`config.mk`:
```
export PLATFORM = sky130hd
export DESIGN_NAME = ram_bist_ctrl
export DESIGN_NICKNAME = d
export VERILOG_FILES = /design/src/rtl/ram_bist_ctrl.sv
export SDC_FILE = /design/constraint.sdc
export NUM_CORES = 1
export LEC_CHECK = 0
export BUFFER_PORTS_ARGS = -buffer_cell sky130_fd_sc_hd__buf_2
export CAP_MARGIN = 40
export CELL_PAD_IN_SITES_DETAIL_PLACEMENT = 0
export CELL_PAD_IN_SITES_GLOBAL_PLACEMENT = 1
export CORE_MARGIN = 2
export CORE_UTILIZATION = 40
export DETAILED_ROUTE_END_ITERATION = 10
export PLACE_DENSITY_LB_ADDON = 0.1
export SETUP_SLACK_MARGIN = 0.2
export SYNTH_ARGS = -nofsm -noshare
export SYNTH_HDL_FRONTEND = slang
export SYNTH_SLANG_ARGS = --single-unit
```
`constraint.sdc`:
```
create_clock -name clk -period 2.7 [get_ports clk]
set_input_delay 0.27 -clock clk [delete_from_list [all_inputs] [get_ports clk]]
set_output_delay 0.27 -clock clk [all_outputs]
set_load 0.01 [all_outputs]
```
`src/rtl/ram_bist_ctrl.sv`:
```
// BIST controller for a single-port synchronous RAM: write PATTERN up, read/compare up,
// write ~PATTERN down, read/compare down; reports pass and the first failing address/data.
module ram_bist_ctrl #(
  parameter int              AW      = 3,
  parameter int              DW      = 8,
  parameter logic [DW-1:0]   PATTERN = 8'hA5
) (
  input  logic          clk,
  input  logic          rst,
  input  logic          start,
  output logic          busy,
  output logic          done,
  output logic          pass,
  output logic [AW-1:0] fail_addr,
  output logic [DW-1:0] fail_data,
  output logic          ram_we,
  output logic [AW-1:0] ram_addr,
  output logic [DW-1:0] ram_din,
  input  logic [DW-1:0] ram_dout
);

  typedef enum logic [2:0] {IDLE, WR_P, RD_P, WR_N, RD_N, DONE} state_t;

  localparam logic [AW-1:0] LAST = '1;

  state_t        state;
  logic          drain;
  logic          cmp_valid;
  logic [AW-1:0] cmp_addr;
  logic [DW-1:0] cmp_exp;

  always_ff @(posedge clk) begin
    if (rst) begin
      state     <= IDLE;
      busy      <= 1'b0;
      done      <= 1'b0;
      pass      <= 1'b0;
      fail_addr <= '0;
      fail_data <= '0;
      ram_we    <= 1'b0;
      ram_addr  <= '0;
      ram_din   <= '0;
      drain     <= 1'b0;
      cmp_valid <= 1'b0;
      cmp_addr  <= '0;
      cmp_exp   <= '0;
    end else begin
      done <= 1'b0;
      case (state)
        IDLE: begin
          if (start) begin
            state    <= WR_P;
            busy     <= 1'b1;
            pass     <= 1'b1;
            ram_we   <= 1'b1;
            ram_addr <= '0;
            ram_din  <= PATTERN;
          end
        end
        WR_P: begin
          if (ram_addr == LAST) begin
            state    <= RD_P;
            ram_we   <= 1'b0;
            ram_addr <= '0;
            drain    <= 1'b0;
          end else begin
            ram_addr <= ram_addr + 1'b1;
          end
        end
        RD_P, RD_N: begin
          // The compare of the previous read takes priority; a mismatch aborts straight to DONE.
          if (cmp_valid && (ram_dout != cmp_exp)) begin
            fail_addr <= cmp_addr;
            fail_data <= ram_dout;
            pass      <= 1'b0;
            cmp_valid <= 1'b0;
            drain     <= 1'b0;
            state     <= DONE;
            busy      <= 1'b0;
            done      <= 1'b1;
          end else if (drain) begin
            cmp_valid <= 1'b0;
            drain     <= 1'b0;
            if (state == RD_P) begin
              state    <= WR_N;
              ram_we   <= 1'b1;
              ram_addr <= LAST;
              ram_din  <= ~PATTERN;
            end else begin
              state <= DONE;
              busy  <= 1'b0;
              done  <= 1'b1;
            end
          end else begin
            cmp_valid <= 1'b1;
            cmp_addr  <= ram_addr;
            cmp_exp   <= (state == RD_P) ? PATTERN : ~PATTERN;
            if (state == RD_P) begin
              if (ram_addr == LAST) drain <= 1'b1;
              else                  ram_addr <= ram_addr + 1'b1;
            end else begin
              if (ram_addr == '0) drain <= 1'b1;
              else                ram_addr <= ram_addr - 1'b1;
            end
          end
        end
        WR_N: begin
          if (ram_addr == '0) begin
            state    <= RD_N;
            ram_we   <= 1'b0;
            ram_addr <= LAST;
            drain    <= 1'b0;
          end else begin
            ram_addr <= ram_addr - 1'b1;
          end
        end
        DONE:    state <= IDLE;
        default: state <= IDLE;
      endcase
    end
  end

endmodule

```
======== Word level (Yosys, flattened, before mapping) ========
Index checks and enable logic that the tools add are counted.
W data, S select, Z words.
storage, ports and cells
  logic and storage cells ................. 100
  bits of input ports ..................... 11
  bits in registers ....................... 42
  output and inout bits ................... 26
operators by class
  muxes and demuxes ....................... 47
  bitwise logic cells ..................... 3
  add/subtract/negate cells ............... 2
  equality and inequality tests ........... 18
  reductions and logical operators ........ 17
operators with widths
  operator               number
  $mux W3                15
  $mux W8                5
  $pmux W3 S4            2
  $mux W1                20
  $pmux W8 S2            1
  $ne A2 B2 Y1 const B   7
  $ne A3 B3 Y1 const B   4
  $reduce_and A3 Y1      3
  $ne A8 B8 Y1           1
  $reduce_and A4 Y1      2
  $reduce_and A7 Y1      1
  $eq A3 B2 Y1 const B   2
  $eq A3 B3 Y1 const B   2
  $logic_not A3 Y1       2
  $reduce_and A6 Y1      1
  $reduce_and A5 Y1      1
  $ne A4 B4 Y1 const B   1
  $pmux W1 S2            2
  $pmux W1 S4            1
  $reduce_bool A4 Y1     1
  $reduce_or A2 Y1       2
  $add A3 B1 Y3 const B  1
  $eq A3 B1 Y1 const B   1
  $not A1 Y1             3
  6 further kinds        6

======== Longest topological paths before layout ========
  depth in word-level cells ............... 6
  mapped depth ............................ 7
  depth with buffers taken out ............ 7

======== Least setup slack after synthesis ========
No wires, ideal clock.
  path type ............................... flip-flop to flip-flop
  from .................................... register ram_addr[0]
  to ...................................... register state[1]
  clock period less this slack ............ 2.014 ns
  stages on the path, launching flop included .. 8
  slack ................................... 0.686 ns
  arrival ................................. 1.887 ns
  library setup time ...................... 0.128 ns
  buffers on the path ..................... 0
  data required time ...................... 2.572 ns
  path through ............................ dfxtp_1 ha_1 ha_1 nor2b_1 a2111oi_1 nor4_1 a221oi_1 nor2_1
on the way
  longest elaborated chain between the ends .. 3
  elaborated cells between the ends (all ways) .. 5
  classes of those cells .................. eq/ne (3); reduce/logical (2)
RTL lines
  what                                                     line     source
  from (decl)                                              17       output logic [AW-1:0] ram_addr,
  from (signal assigned)                                   67       ram_addr <= ram_addr + 1'b1;
  from (signal assigned)                                   100      else ram_addr <= ram_addr + 1'b1;
  from (signal assigned)                                   103      else ram_addr <= ram_addr - 1'b1;
  $eq A3 B3 Y1 / $logic_not A3 Y1 (equally long branches)  61, 108
  $ne A2 B2 Y1 (no source line)                            -
  $reduce_and A4 Y1 (no source line) (*)                   -
  to (signal assigned)                                     62       state <= RD_P;
  to (signal assigned)                                     78       state <= DONE;
  to (signal assigned)                                     85       state <= WR_N;
  to (decl)                                                26       state_t state;
Every way passes the cells marked *; elsewhere a longest branch is shown, timed or not.
A chain may end at the register's enable or synchronous reset.

======== Final worst setup path ========
Ends and elaborated chain as after synthesis.

==> results.json <==
{
  "place_ws_ns": 0.605,
  "drive_gt1_share_pct": 28.9,
  "regArea_um2": 601,
  "endpoint_kind": "flip-flop",
  "antenna_found_initial": 0,
  "mostFrequentLayoutCell": "buf_2",
  "cts_resized": 0,
  "ys_ff_latch": 30,
  "via_per_inst": 5.43,
  "antenna_left": 0,
  "port_buffers": 36,
  "dp_hpwl_um": 2940,
  "required_ns": 2.85,
  "skew_ns": 0.00526,
  "drt_pass1_iterations": 5,
  "hold_ws_ns": 0.255,
  "hp-class": "in2reg",
  "clock_power_share_pct": 19.5,
  "switchingPower_mw": 0.829,
  "yosys.area.top_type_share_pct": 36.6,
  "internal_power_mw": 1.15,
  "setup_tns_ns": 0,
  "drt_wl_total_um": 3990,
  "worst_slack_ns": 0.624,
  "arrival_ns": 2.23,
  "final-setup-viol-count": 0,
  "clockRootBuffer": "clkbuf_8",
  "tightest_slew_ns": 0.520,
  "htree_levels": 2,
  "path_clk_slew_ns": 0.07,
  "netlist_area_um2": 1640,
  "first_iter_violations": 88,
  "ys_warn_count": 0,
  "dp.cells": 260,
  "syn2layout_area_growth_pct": 18.7,
  "ys_seq_area_share_pct": 36.6,
  "insertion_delay_ns": 0.29,
  "ir_drop_v": 0.000303,
  "die_w_um": 68.1,
  "gp_congestion": 0.859,
  "yosys.area.top_type": "dfxtp_1",
  "cts_tree": "built",
  "mostFrequentLayoutCells": "buf_2, dfxtp_1, nor2_1, mux2i_1, nand2_1",
  "multiInputGateArea_um2": 923,
  "power.density_nw_per_um2": 1020,
  "synthTopCellsByArea": "dfxtp_1, mux2i_1, nor2_1",
  "combinationalPowerShare_pct": 48.6,
  "max_slew_margin_pct": 65.3,
  "status": "finished clean",
  "synth.distinct_cells": 48,
  "grt_max_degree": 26,
  "period_needed_ns": 2.08,
  "slew_violations": 0,
  "synth_edf_count": 0,
  "r2r_start": "ram_addr[0]",
  "die_area_um2": 4630,
  "hp-start": "ram_dout[1]",
  "hold_viol_final": 0,
  "core_um2": 3970,
  "drc": 0,
  "p_seq_share_pct": 31.9,
  "synth_flop_cell": "dfxtp_1",
  "rows": 23,
  "p_leak_nw": 0.822,
  "clock-sinks": 30,
  "cts_buffer_depth": 2,
  "startpoint_type": "flip-flop",
  "fin_cells": 268,
  "startpoint": "ram_addr[0]",
  "crit_type": "reg2reg",
  "syn-instance-count": 182,
  "fin_crit_sh_pct": 76.9,
  "num_antenna_cells": 0,
  "post_cts_buffers": 0,
  "start_util_pct": 41.3,
  "nFillCells": 393,
  "via_count": 1454,
  "cts_buffers": 5,
  "grt_pass1_vias": 1372,
  "track_usage_pct": 19.8,
  "grt_first_pass_wirelength_um": 6620,
  "avgSynthCellArea_um2": 9.02,
  "max_freq_ghz": 0.482,
  "cp_max_fo": 6,
  "synth_fp_nets": 197,
  "async_flop_share_pct": 0,
  "ios": 37,
  "power.total_mw": 1.98,
  "drv_cap": 0,
  "overflow": 0,
  "holdBufCountCts": 0,
  "routedWlPerCell_um": 14.9,
  "rsz0062_at_grt": "no",
  "nets": 232,
  "die_y_um": 68.1,
  "switching_share_pct": 41.8
}
worst max-delay path: stages, from the launching register on:
cell	delay [ns]
dfxtp_1	0.43
inv_1	0.09
ha_1	0.19
nor2b_1	0.12
buf_4	0.16
a2111oi_1	0.39
buf_4	0.20
nor4_1	0.04
a221oi_1	0.24
nor2_1	0.07
per-layer routing:
| metal | wire (µm) | vias up | track usage, % | share of wire, % |
|---|---|---|---|---|
| met1 | 1790 | 684 | 24.6 | 45 |
| met3 | 170 | 6 | 4.93 | 4.3 |
| met4 | 59 | 0 | 8.25 | 1.5 |
| met5 | 0 | - | 0 | 0 |
| met2 | 1970 | 41 | 32.4 | 49 |
| li1 | - | 723 | - | - |
metrics by stage:
stage          instance area (µm²)  util, %
3_3_place_gp                  1850     46.7
2_1_floorplan                 1640        -
5_1_grt                       1950     49.1
4_1_cts                       1950     49.1
6_report                      1950     49.1
3_5_place_dp                  1850     46.7
sequential cells by signal, indices dropped and copies added, names as in the netlist:
register / count
cmp_addr: 3
state: 3
ram_addr: 3
fail_addr: 3
cmp_valid: 1
drain: 1
busy: 1
cmp_exp: 2
done: 1
ram_we: 1
pass: 1
fail_data: 8
ram_din: 2
path summary, 6_finish.rpt:
kind / to / slack, ns / cells after the start
worst min register to register: pass / 0.44 / 2
worst max register to register: state[1] / 0.62 / 9
worst min-delay path: fail_data[1] / 0.26 / 3
worst max-delay path: state[1] / 0.62 / 9
layout make-up:
class	instances	area share, %
timing repair buffer	43	11.9
clock buffer	6	4.24
sequential	30	30.8
inverter	9	1.73
tap	50	3.21
multi-input combinational	128	47.4
clock inverter	2	0.642
power by group through the flow:
stage / registers [mW] / clock network (mW) / logic (mW)
finish: 0.632 / 0.387 / 0.965
global route: 0.650 / 0.418 / 1.07
CTS: 0.632 / 0.396 / 0.966
detailed placement: 0.642 / 0 / 0.960
floorplan: 0.642 / 0 / 0.675
global placement: 0.638 / 0 / 0.966
cell families (layout without fill, tap and decap cells):
logic type      after synthesis  in the layout  share of synthesized area (%)
fa+ha+maj                     4              4                           3.05
simple gates                 59             59                           18.0
xor+xnor                      3              3                           1.60
flops                        30             30                           36.6
buf+inv                      24             60                           7.16
compound gates               41             41                           19.1
mux                          21             21                           14.5
cells in the mapped netlist (all sizes together) (2+ instances only):
master / instances
or4: 3
a2111oi: 2
nand3: 4
dfxtp: 30
a31oi: 3
a31o: 3
a21oi: 4
o211ai: 3
and3: 2
o21ai: 6
a311oi: 2
nand4: 3
buf: 9
inv: 9
a21boi: 2
o41ai: 2
nand2b: 2
nor2b: 5
clkbuf: 6
mux2i: 19
o22ai: 3
nand2: 14
nor2: 21
xor2: 2
o31ai: 3
ha: 4
mux2: 2
nor3: 3
No activity file was read; power rests on OpenSTA's default activity.
